## config.mk

```make
export PLATFORM = sky130hd
export DESIGN_NAME = jpeg_vlc_bitpacker
export DESIGN_NICKNAME = d
export VERILOG_FILES = /design/src/rtl/jpeg_vlc_bitpacker.sv
export SDC_FILE = /design/constraint.sdc
export NUM_CORES = 1
export LEC_CHECK = 0
export CAP_MARGIN = 10
export CORE_AREA = 2 2 118 120
export CTS_BUF_LIST = sky130_fd_sc_hd__clkbuf_8
export CTS_CLUSTER_SIZE = 25
export DETAILED_ROUTE_END_ITERATION = 12
export DIE_AREA = 0 0 120 122
export HOLD_SLACK_MARGIN = 0.1
export PLACE_DENSITY = 0.76
export SYNTH_ARGS = -nofsm -noshare
export SYNTH_HDL_FRONTEND = slang
export SYNTH_SLANG_ARGS = --single-unit
```

## constraint.sdc

```tcl
create_clock -name clk -period 11.3 [get_ports clk]
set_clock_uncertainty 0.15 [all_clocks]
set_input_delay 3.39 -clock clk [delete_from_list [all_inputs] [get_ports clk]]
set_output_delay 3.39 -clock clk [all_outputs]
set_load 0.05 [all_outputs]
```

## src/rtl/jpeg_vlc_bitpacker.sv

```systemverilog
// JPEG scan bit packer: appends variable-length codes MSB-first into an accumulator,
// emits bytes with optional 0xFF->0xFF,0x00 stuffing and 1-padding on flush.
//
// state | meaning
// RUN   | accepting codes, emitting full bytes
// STUFF | presenting the 0x00 stuff byte after an emitted 0xFF
// FLUSH | draining remaining bits, partial byte padded with 1s
// DONE  | one-cycle flush_done pulse, then back to RUN
module jpeg_vlc_bitpacker #(
    parameter int MAX_CODE_LEN = 16,
    parameter int ACC_W        = 32,
    parameter int LEN_W        = 5,
    parameter int STUFF_EN     = 1,
    parameter int CNT_W        = 32
) (
    input  logic                    clk,
    input  logic                    rst,
    input  logic                    in_valid,
    output logic                    in_ready,
    input  logic [MAX_CODE_LEN-1:0] in_code,
    input  logic [LEN_W-1:0]        in_len,
    input  logic                    in_flush,
    output logic                    out_valid,
    input  logic                    out_ready,
    output logic [7:0]              out_byte,
    output logic                    flush_done,
    output logic [CNT_W-1:0]        byte_cnt
);
    localparam int FILL_W = $clog2(ACC_W + 1);

    localparam logic [1:0] S_RUN   = 2'd0;
    localparam logic [1:0] S_STUFF = 2'd1;
    localparam logic [1:0] S_FLUSH = 2'd2;
    localparam logic [1:0] S_DONE  = 2'd3;

    localparam logic [FILL_W-1:0] FILL_LIMIT = FILL_W'(ACC_W - MAX_CODE_LEN);
    localparam logic [ACC_W-1:0]  TOP_MASK   = {8'hFF, {(ACC_W-8){1'b0}}};

    logic [1:0]        state, nxt_state;
    logic              ret_flush, nxt_ret;
    logic [ACC_W-1:0]  acc, nxt_acc, base_acc, code_ext;
    logic [FILL_W-1:0] fill, nxt_fill, base_fill;
    logic [FILL_W:0]   sh_up;
    logic [LEN_W-1:0]  len_c;
    logic              nxt_ov;
    logic [7:0]        nxt_ob;
    logic              accept, out_hs, flush_in, stuff_hit;

    assign in_ready   = ~rst & (state == S_RUN) & (fill <= FILL_LIMIT);
    assign flush_done = (state == S_DONE);

    assign accept    = in_valid & in_ready;
    assign out_hs    = out_valid & out_ready;
    assign flush_in  = accept & in_flush;
    assign stuff_hit = out_hs & (STUFF_EN != 0) & (out_byte == 8'hFF);

    assign len_c    = (in_len > LEN_W'(MAX_CODE_LEN)) ? LEN_W'(MAX_CODE_LEN) : in_len;
    assign code_ext = ACC_W'(in_code) & ~({ACC_W{1'b1}} << len_c);
    assign sh_up    = (FILL_W+1)'(ACC_W) - (FILL_W+1)'(len_c);

    always_comb begin
        nxt_state = state;
        nxt_ret   = ret_flush;
        base_acc  = acc;
        base_fill = fill;
        // Emitting and appending in one cycle: drop the outgoing byte first, then append.
        if (out_hs && state != S_STUFF) begin
            base_acc  = acc << 8;
            base_fill = fill - FILL_W'(8);
        end
        nxt_acc  = base_acc;
        nxt_fill = base_fill;
        if (accept) begin
            nxt_acc  = base_acc | ((code_ext << sh_up) >> base_fill);
            nxt_fill = base_fill + FILL_W'(len_c);
        end

        case (state)
            S_RUN: begin
                if (stuff_hit) begin
                    nxt_state = S_STUFF;
                    nxt_ret   = flush_in;
                end else if (flush_in) begin
                    nxt_state = (nxt_fill == '0) ? S_DONE : S_FLUSH;
                end
            end
            S_FLUSH: begin
                if (stuff_hit) begin
                    nxt_state = S_STUFF;
                    nxt_ret   = 1'b1;
                end else if (nxt_fill == '0) begin
                    nxt_state = S_DONE;
                end
            end
            S_STUFF: begin
                if (out_hs) begin
                    if (ret_flush) nxt_state = (fill == '0) ? S_DONE : S_FLUSH;
                    else           nxt_state = S_RUN;
                end
            end
            default: nxt_state = S_RUN;
        endcase

        // Any partial tail while flushing is completed with 1s to a whole byte.
        if ((nxt_state == S_FLUSH || (nxt_state == S_STUFF && nxt_ret)) &&
            nxt_fill != '0 && nxt_fill < FILL_W'(8)) begin
            nxt_acc  = nxt_acc | ((TOP_MASK >> nxt_fill) & TOP_MASK);
            nxt_fill = FILL_W'(8);
        end

        if (nxt_state != S_FLUSH && nxt_state != S_STUFF)
            nxt_ret = 1'b0;

        nxt_ov = ((nxt_state == S_RUN || nxt_state == S_FLUSH) && nxt_fill >= FILL_W'(8)) ||
                 (nxt_state == S_STUFF);
        nxt_ob = (nxt_state == S_STUFF) ? 8'h00 : nxt_acc[ACC_W-1 -: 8];
    end

    always_ff @(posedge clk or posedge rst) begin
        if (rst) begin
            state     <= S_RUN;
            ret_flush <= 1'b0;
            acc       <= '0;
            fill      <= '0;
            out_valid <= 1'b0;
            out_byte  <= 8'h00;
            byte_cnt  <= '0;
        end else begin
            state     <= nxt_state;
            ret_flush <= nxt_ret;
            acc       <= nxt_acc;
            fill      <= nxt_fill;
            out_valid <= nxt_ov;
            out_byte  <= nxt_ob;
            if (out_hs)
                byte_cnt <= byte_cnt + CNT_W'(1);
        end
    end
endmodule

```

Yosys cells after proc, flatten, opt, wreduce, memory -nomap -nowiden
Cells that the tools add are included.
{ "op_classes": {"add_sub_neg": 4, "mux": 21, "bitwise": 11, "order_cmp": 4, "n_shift": 4, "eq_ne": 9, "reduce_logical": 14} }
{ "op_table": {"columns": ["op", "n"], "rows": [
  ["2-to-1 mux 32 bit", 3],
  ["bitwise OR 32 bit", 2],
  ["adder 32 x 1 -> 32 bit, second input constant", 1],
  ["AND 16 x 32 -> 32 bit", 1],
  ["NOT 32 bit", 1],
  ["left shift 32 x 5 -> 32 bit, first input constant", 1],
  ["left shift 32 x 7 -> 32 bit", 1],
  [">> shifter 32 x 6 -> 32 bit", 1],
  [">> shifter 32 x 6 -> 32 bit, first input constant", 1],
  ["2-to-1 mux 6 bit", 3],
  ["logical NOT 6 bit", 2],
  ["2-to-1 mux 2 bit", 6],
  ["== test 8 bit, second input constant", 1],
  ["2-to-1 mux 8 bit", 1],
  ["subtractor 6 x 5 -> 7 bit, first input constant", 1],
  ["adder 6 x 5 -> 6 bit", 1],
  ["AND 1 bit", 6],
  ["== test 2 bit, second input constant", 3],
  [">= comparator 6 x 4 -> 1 bit, second input constant", 1],
  ["<= comparator 6 x 5 -> 1 bit, second input constant", 1],
  ["logical AND 1 bit", 6],
  ["< comparator 6 x 4 -> 1 bit, second input constant", 1],
  ["case mux 2 bit (3 select lines)", 1],
  ["nonzero test 6 bit", 1],
  ["other kinds (11)", 20]
]} }
{ "word_totals": {"reg_bits": 82, "in_bits": 26, "elab_cells": 74} }

Longest topological paths before layout
{ "logic_depth": {"word_depth": 19, "mapped_depth": 22} }

Least setup slack after synthesis
OpenSTA, ideal clock, no wires.
{ "synth_path": {"path_kind": "input to register", "from": "in out_ready", "to": "reg out_byte[2]", "arrival_time_ns": 7.696, "n_path_buf": 2, "stages": 21, "path_slack_ns": 3.373, "setup_ns": 0.082, "cell_sequence": "nand2_1 > nor2_1 > xnor2_1 > inv_1 > clkbuf_1 > clkbuf_1 > ha_1 > inv_1 > o21bai_1 > a21oi_1 > xor2_1 > o31ai_1 > a211oi_1 > or3_1 > inv_1 > ha_1 > a21oi_1 > or2_2 > nor2_1 > o21ai_0 > a31oi_1"} }
{ "synth_via": {"elab_chain_cells": 17} }
{ "synth_lines": {"columns": ["item", "line_no", "text"], "rows": [
  ["start, declared", "24", "input logic out_ready,"],
  ["AND 1 bit *", "53", "assign out_hs = out_valid & out_ready;"],
  ["logical AND 1 bit", "67", "if (out_hs && state != S_STUFF) begin"],
  ["2-to-1 mux 6 bit", "67", null],
  ["adder 6 x 5 -> 6 bit", "75", "nxt_fill = base_fill + FILL_W'(len_c);"],
  ["2-to-1 mux 6 bit", "73", "if (accept) begin"],
  ["logical NOT 6 bit", "84, 91", null],
  ["2-to-1 mux 1 bit", "84", "nxt_state = (nxt_fill == '0) ? S_DONE : S_FLUSH;"],
  ["2-to-1 mux 2 bit", "83", "end else if (flush_in) begin"],
  ["[2 not listed]", null, null],
  ["net nxt_state[0]", "39", "logic [1:0] state, nxt_state;"],
  ["== test 2 x 1 -> 1 bit", "105, 116", null],
  ["logical AND 1 bit", "105", "if ((nxt_state == S_FLUSH || (nxt_state == S_STUFF && nxt_ret)) &&"],
  ["logical OR 1 bit", "105", null],
  ["logical AND 1 bit", "105", null],
  ["logical AND 1 bit", "106", "nxt_fill != '0 && nxt_fill < FILL_W'(8)) begin"],
  ["2-to-1 mux 32 bit", "105", null],
  ["2-to-1 mux 8 bit *", "116", "nxt_ob = (nxt_state == S_STUFF) ? 8'h00 : nxt_acc[ACC_W-1 -: 8];"],
  ["net nxt_ob[2]", "46", "logic [7:0] nxt_ob;"],
  ["end signal, assigned", "134", "out_byte <= nxt_ob;"],
  ["end, declared", "25", "output logic [7:0] out_byte,"]
]} }
Mark *: on every way through the listed nets, which the timed path passes. The rest lies on a longest branch.
A chain may end at the register's enable or synchronous reset.

Worst setup path in the final report
Ends and elaborated chain as after synthesis.

==> results.md <==
* Mapped Nets at about 950
* Worst slew pin tran at 0.9959 ns
* Final setup violation count at 0
* Post-synth top area cell: dfrtp_1
* Ys flop type: dfrtp_1
* # diodes at 0
* Routed vias at ~7700
* Num rows at 43
* Largest family of logic cells by synthesized area: compound AO/OA/AOI/OAI gates
* Setup Crit Path Kind: primary input to flip-flop
* Critical Path AT at 9.26 ns
* Synth Area in Adders at 0.02524
* Initial Utilization at 0.5360
* Peak supply drop at 0.00009992 V
* Maximum buffer depth of the clock tree at 2
* H-tree depth at 3
* Routability cong. at between 1 and 1.5
* Port Buffer Count at 68
* # resized after CTS at 0
* Top post-synthesis cells by area: dfrtp_1, nor2_1, nand2_1
* Synthesized netlist cell count at ~900
* Period utilization at 0.8083
* YS warnings at 0
* Final nets at 975
* Seq/Total Area, Yosys at 0.2835
* Total of max-cap violations at 0
* Worst hold slack at ~0.33 ns
* GRT Total Usage at 0.3260
* Clock transition at path regs at 0.09 ns
* Yosys cell types at a little over 80
* Die Area at between 10000 and 15000 µm²
* Syn_area_per_cell at between 7 and 8 µm²
* Synth Cell Area at ~7200 µm²
* Via density at 6.916
* Die W at around 120 µm
* CTS buffer count at 9
* Leak at between 3 and 4 nW
* I/O pin cnt at ~70
* Hold Crit Class: flip-flop to flip-flop
* Final slew viol count at 0
* Wire per inst at about 21 µm
* Worst setup SP type: primary input
* Post-synthesis mux area share at 0.06811
* Critical R2R Capture: out_byte[2]
* Maximum fanout along the worst path at 25
* Initial antenna violation count at 0
* Drt drc at 0
* Postcts setup bufs at 0
* Worst path required time at roughly 11 ns
* P&R area growth vs syn at 12.95%
* Post-route ant nets at 0
* Seq cells post-synth at a little over 80
* Post-Synth XOR/XNOR Area at 0.04477
* R2r worst-path depth at 17
* RSZ-0062 raised after global routing: false
* Simple-Gate Fraction of Synth Area at 0.2524
* R2R Setup Slk at between 5 and 6 ns
* Routed WL at around 24 mm
* Commonest non-fill, non-tap cell in the layout: nor2_1
* Fillers at roughly 1200
* CTS tree: yes
* Async set-reset flop share out of synthesis at 1.000
* Hpwl dp at 17.59 mm
* Initial DRC count at ~1200
* Fraction of layout cells with a size suffix above 1 at 0.06596
* Clk sinks at 82
* Vias in the first global route at approximately 7200
* First-pass iteration count of the detailed router at 6
* R2r startpoint: out_valid
* Total gr overflow at 0
* Root Buffer: clkbuf_8
* Outcome: finished, final reports clean
* CP Capture Type: flip-flop
* Die height at approximately 120 µm
* PwrDens at approximately 220 nW/µm²
* FMAX at ~110 MHz
* TNS Setup at 0 ns
* Final Hold Violating Endpoints at 0
* First-pass GRT wire length at 38.34 mm
* Worst-skew pair later-pin latency at 0.35 ns
* Post-CTS Hold Buffers at 0
* Setup crit end: out_byte[2]
* Minimum clock period after layout at about 9 ns
* Largest net degree at the start of global routing at 83
* Core Region at between 10000 and 15000 µm²
* Post-synth EDFFs at 0
* Compound-Gate Fraction of Synth Area at 0.2788
* Share of the synthesized area in the top cell type at 0.2835
* Commonest non-fill, non-tap cells in the layout: nor2_1, nand2_1, dfrtp_1
* Worst rel slew slack at 0.3189
* Crit path from: out_ready
## final cells by class
class,count,area [µm²],share of cell area
inverters,25,95.09,0.01163
multi-input cells,738,4847,0.5929
flip-flops and latches,82,2052,0.2510
repair buffers,79,763.2,0.09336
well taps,180,225.2,0.02755
clock inverters,7,68.82,0.008418
clock buffers,9,123.9,0.01515
## power breakdown
group	switching (mW)	internal, mW	leakage (nW)
clock network	0.107	0.102	0.101
logic	0.765	0.383	2.18
registers	0.0603	0.380	1.06
total	0.932	0.865	3.35
## how the worst min path moves through the flow
stage	start	end	cells past startpoint
2_1_floorplan	acc[27]	acc[27]	2
5_1_grt	byte_cnt[31]	byte_cnt[31]	1
3_3_place_gp	byte_cnt[31]	byte_cnt[31]	1
3_5_place_dp	byte_cnt[31]	byte_cnt[31]	1
4_1_cts	byte_cnt[31]	byte_cnt[31]	1
6_report	byte_cnt[31]	byte_cnt[31]	1
## cells by family after synthesis
family                   after synthesis
XOR/XNOR                              37
buffers and inverters                 86
AND/OR/NAND/NOR                      374
AO/OA/AOI/OAI                        276
multiplexers                          37
adder cells (fa/ha/maj)               14
flip-flops                            82
## sequential cells by signal, indices dropped and copies added (netlist names)
name	count
acc	32
byte_cnt	32
out_byte	8
fill	6
state	2
out_valid	1
ret_flush	1
## synth_stat cells (5+ instances only)
cell type  count
nand4_1        9
a211o_1        8
dfrtp_1       82
mux4_2         9
a21o_1        14
or2_2          8
o32ai_1        6
o211ai_1      17
ha_1          13
nor4_1        12
clkbuf_1      47
and2_1        12
nor2_1       103
o22ai_1       14
a221oi_1       7
xor2_1        10
or3_1         11
o21ai_0       40
o2111ai_1      6
buf_2          8
inv_1         23
mux2i_1       23
o21a_1         5
a21oi_1       35
a2111oi_0      5
nor3_1        28
and4b_1        5
o31ai_1       14
nand2_1       94
xnor2_1       27
o221ai_1      12
a211oi_1      13
and3_1        15
nand2b_1       8
a31oi_1        9
nor2b_1       10
a22oi_1       10
a311oi_1       5
nand3_1       41
## metal layers
layer,global-route usage,up-vias,routed length (µm)
met1,0.4252,3575,9448
met5,0,-,0
met4,0.1426,0,983
met3,0.05946,110,2464
met2,0.5305,553,10940
li1,-,3508,-
## critical path, cell delays in order
cell and delay [ns]:
clkdlybuf4s50_1 0.47, and2_1 0.31, nand2_1 0.60, a21oi_1 0.73
inv_1 0.44, ha_1 0.44, a21oi_1 0.20, xor2_1 0.12
o31ai_1 0.46, a211oi_1 0.17, or3_1 0.42, inv_1 0.09
ha_1 0.27, a21oi_1 0.11, or2_2 0.31, nor2_1 0.33
o21ai_0 0.20, a31oi_1 0.16
## through the flow
stage               power, mW  utilization  worst slack, ns  instances  cell area (µm²)
floorplan               1.235            -            3.373        906             7238
global placement        1.543       0.5911            2.138       1104             7983
detailed placement      1.549       0.5911            1.950       1104             7983
CTS                     1.760       0.6054            2.295       1120             8175
global route            1.896       0.6054            1.708       1120             8175
finish                  1.797       0.6054            2.166       1120             8175
Power figures use the tool's default switching activity.
==> variant 1 (same settings) <==
`STUFF_EN`: 1 -> 0.
--- a/src/rtl/jpeg_vlc_bitpacker.sv
+++ b/src/rtl/jpeg_vlc_bitpacker.sv
@@ -10,7 +10,7 @@
     parameter int MAX_CODE_LEN = 16,
     parameter int ACC_W        = 32,
     parameter int LEN_W        = 5,
-    parameter int STUFF_EN     = 1,
+    parameter int STUFF_EN     = 0,
     parameter int CNT_W        = 32
 ) (
     input  logic                    clk,
Behaviour: not the same (Yosys sat finds a counterexample within 4 cycles, from zero or initial values and one cycle with rst high).
==> variant 1 against the unedited design <==
Core utilization down 5.1 points; setup slack better by 0.27 ns; cell area decreased by 8.4%; routed wire length fell by 20%; sequential cell count fell by 1; sequential share of layout area grew 2.0 points; synthesized area shrank 9.8%; power down 8.8%; critical endpoint is now in_ready; largest power group unchanged.
==> variant 1: results (changes against the unedited design) <==
worst stage delay on the critical path=0.86 ns (+0.13 ns); main area contributors after synthesis=dfrtp_1, nor2_1, nand2_1; met2 WL=8396 um (-23%); met3 wire length=1510 um (-39%); Worst path slowest cell=clkdlybuf4s50_1; Synth top cells by count=nor2_1, nand2_1, dfrtp_1; routed length per instance=18.54 um (-13%); syn_nets=847 (-10%); FFs w/ async S/R, synth=100.0% (unchanged); worst vdd ir=0.09847 mV (-1.4%); Synth cell types=84 (+3.7%); kind of cell adding the most delay to the critical path=buffers and inverters; Max FO, Critical Path=4 (-84%); via count=6,590 (-15%); Routability Congestion=0.9479 (-6.3%); port bufs=68 (unchanged); Max Used Layer=met4; met1 WL=8464 um (-10%); GRT Util Overall=26.14% (-6.5 points); pin count of the biggest net entering global routing=82 (-1.2%); outcome=complete, no violations; Worst R2R Start=fill[2]$_DFF_PP0_; WP data arrival=5.33 ns (-3.93 ns); Layout Nets=882 (-9.5%); pre-CTS setup slack=2.434 ns (+0.4835 ns); transition time of the tightest slew-check pin=1.007 ns (+0.01093 ns); Final HPWL DP=13,870 um (-21%); layout cells sized above 1=7.303% (+0.71 points); H-tree levels=3 (unchanged); Setup crit start=rst; Starting DRT DRC Count=802 (-33%); drt pass-1 iters=6 (unchanged); first-pass GRT wire length=31,020 um (-19%); Longest Clk Path Bufs=2 (unchanged)
-- variant 1: cells by family (layout without fill, tap and decap cells) --
family | Yosys count | in the layout | share of synthesized area [%]
compound gates | 237 | 237 | 26.76
flops | 81 | 81 | 31.03
fa+ha+maj | 12 | 12 | 2.414
xor+xnor | 39 | 39 | 5.230
simple gates | 325 | 325 | 23.95
buf+inv | 83 | 123 | 5.306
mux | 32 | 32 | 5.306
-- variant 1: power breakdown --
| part | switching, mW | internal (mW) | leakage [nW] | total [mW] |
|---|---|---|---|---|
| Clock | 0.106 | 0.102 | 0.0931 | 0.207 |
| Combinational | 0.661 | 0.344 | 1.86 | 1.01 |
| Sequential | 0.0514 | 0.376 | 1.04 | 0.427 |
-- variant 1: worst paths after layout --
kind,to,slack [ns],depth (start not counted)
worst max-delay path,in_ready,2.43,4
min in group asynchronous,byte_cnt[27]$_DFFE_PP0P_,3.55,3
worst min-delay path,byte_cnt[31]$_DFFE_PP0P_,0.32,1
worst max register to register,out_byte[0]$_DFF_PP0_,6.74,10
max in group asynchronous,acc[20]$_DFF_PP0_,6.81,3
worst min register to register,byte_cnt[31]$_DFFE_PP0P_,0.32,1
-- variant 1: area by class of cell --
cell class | count | share of cell area (%)
multi-input cells | 645 | 55.65
well taps | 180 | 3.009
inverters | 27 | 1.371
flip-flops and latches | 81 | 27.08
clock inverters | 7 | 0.9361
repair buffers | 80 | 10.30
clock buffers | 9 | 1.655
-- variant 1: per-stage QoR --
step	hold slack [ns]	area (sq um)	std cells	utilization [%]
final	0.3236	7485	1029	55.42
after global routing	0.3593	7485	1029	55.42
after floorplan	0.2972	6531	809	-
after CTS	0.3269	7485	1029	55.42
after global placement	0.3102	7291	1013	53.99
after detailed placement	0.3162	7291	1013	53.99
-- variant 1: per-layer routing --
metal / GRT usage (%) / vias up
met3: 3.605 / 63
met5: 0 / -
met4: 11.40 / 0
met1: 37.14 / 3095
met2: 39.77 / 358
li1: - / 3074
==> variant 2 (same flow settings) <==
Without the edit above. `out_byte` no longer has a reset.
--- a/src/rtl/jpeg_vlc_bitpacker.sv
+++ b/src/rtl/jpeg_vlc_bitpacker.sv
@@ -123,7 +123,6 @@
             acc       <= '0;
             fill      <= '0;
             out_valid <= 1'b0;
-            out_byte  <= 8'h00;
             byte_cnt  <= '0;
         end else begin
             state     <= nxt_state;
@@ -131,10 +130,13 @@
             acc       <= nxt_acc;
             fill      <= nxt_fill;
             out_valid <= nxt_ov;
-            out_byte  <= nxt_ob;
             if (out_hs)
                 byte_cnt <= byte_cnt + CNT_W'(1);
         end
     end
+
+    always_ff @(posedge clk) begin
+        out_byte <= nxt_ob;
+    end
 endmodule
 
Formal check against the unedited RTL: differs if rst is asserted again (counterexample within 4 cycles, from zero or initial values and one cycle with rst high); with rst held inactive, the same outputs for 4 cycles.
==> variant 2 against the unedited design <==
Cell area is essentially flat; power shrank 4.0%; critical endpoint is now in_ready; highest routed layer unchanged; via count shrank 6.4%; maximum frequency grew 3.7%; setup slack gained 0.33 ns; synthesized area is essentially flat; routed wire length shrank 9.1%; sequential cell count is the same.
==> variant 2: results (changes against the unedited design) <==
outcome=complete, no violations; Synth cell types=103 (+27%); Placed Instance Area=0.007935 sq mm (-0.60%); final hold slack=0.3405 ns (+0.01039 ns); Routability Congestion=1.002 (-0.98%); Setup crit start=rst; layout cells sized above 1=9.081% (+2.5 points); GRT Util Overall=29.95% (-2.6 points); Slew HR=24.99% (-6.9 points); Worst path slowest cell=clkdlybuf4s50_1; via count=7,251 (-6.4%); Worst R2R Start=state[0]$_DFF_PP0_; worst stage delay on the critical path=0.80 ns (+0.07 ns); fillers=1,212 (+0.25%); main area contributors after synthesis=dfrtp_1, nor2_1, mux2i_1; Starting DRT DRC Count=880 (-27%); met2 WL=9754 um (-11%); first-pass GRT wire length=35,110 um (-8.4%); met2 usage=47.62% (-5.4 points); WP data arrival=5.27 ns (-3.99 ns); leakage power=3.316 nW (-1.0%); internal power=0.8839 mW (+2.2%); r2r endpoint=out_byte[5]$_SDFF_PP0_; GR Layer Usage met1=40.86% (-1.7 points); met3 wire length=1577 um (-36%); pre-CTS setup slack=2.318 ns (+0.3678 ns)
==> variant 2: cells by family (layout without fill, tap and decap cells) <==
family                     Yosys count  after routing  synth area share [%]
DFF                                 82             82                 27.81
and+or+nand+nor                    334            334                 23.68
AOI/OAI and AO/OA                  274            274                 29.33
muxes                               42             42                 6.710
buffers and inverters               87            121                 5.586
adders and majority gates           14             14                 2.525
xor gates and xnor gates            36             36                 4.358
==> variant 2: layout make-up <==
cell class                 count  area, sq um  share of cell area (%)
multi-input combinational    700         4828                   59.09
sequential                    82         2012                   24.62
timing repair buffer          80        770.7                   9.432
tap                          180        225.2                   2.756
clock buffer                  11        151.4                   1.853
inverter                      25        98.84                   1.210
clock inverter                 5        85.08                   1.041
==> variant 2: power by group through the flow <==
stage / Combinational, mW / Sequential [mW] / Clock [mW]
CTS: 1.03 / 0.422 / 0.250
detailed placement: 1.03 / 0.427 / 0
finish: 1.06 / 0.423 / 0.247
global placement: 1.02 / 0.426 / 0
global route: 1.13 / 0.432 / 0.264
floorplan: 0.695 / 0.499 / 0
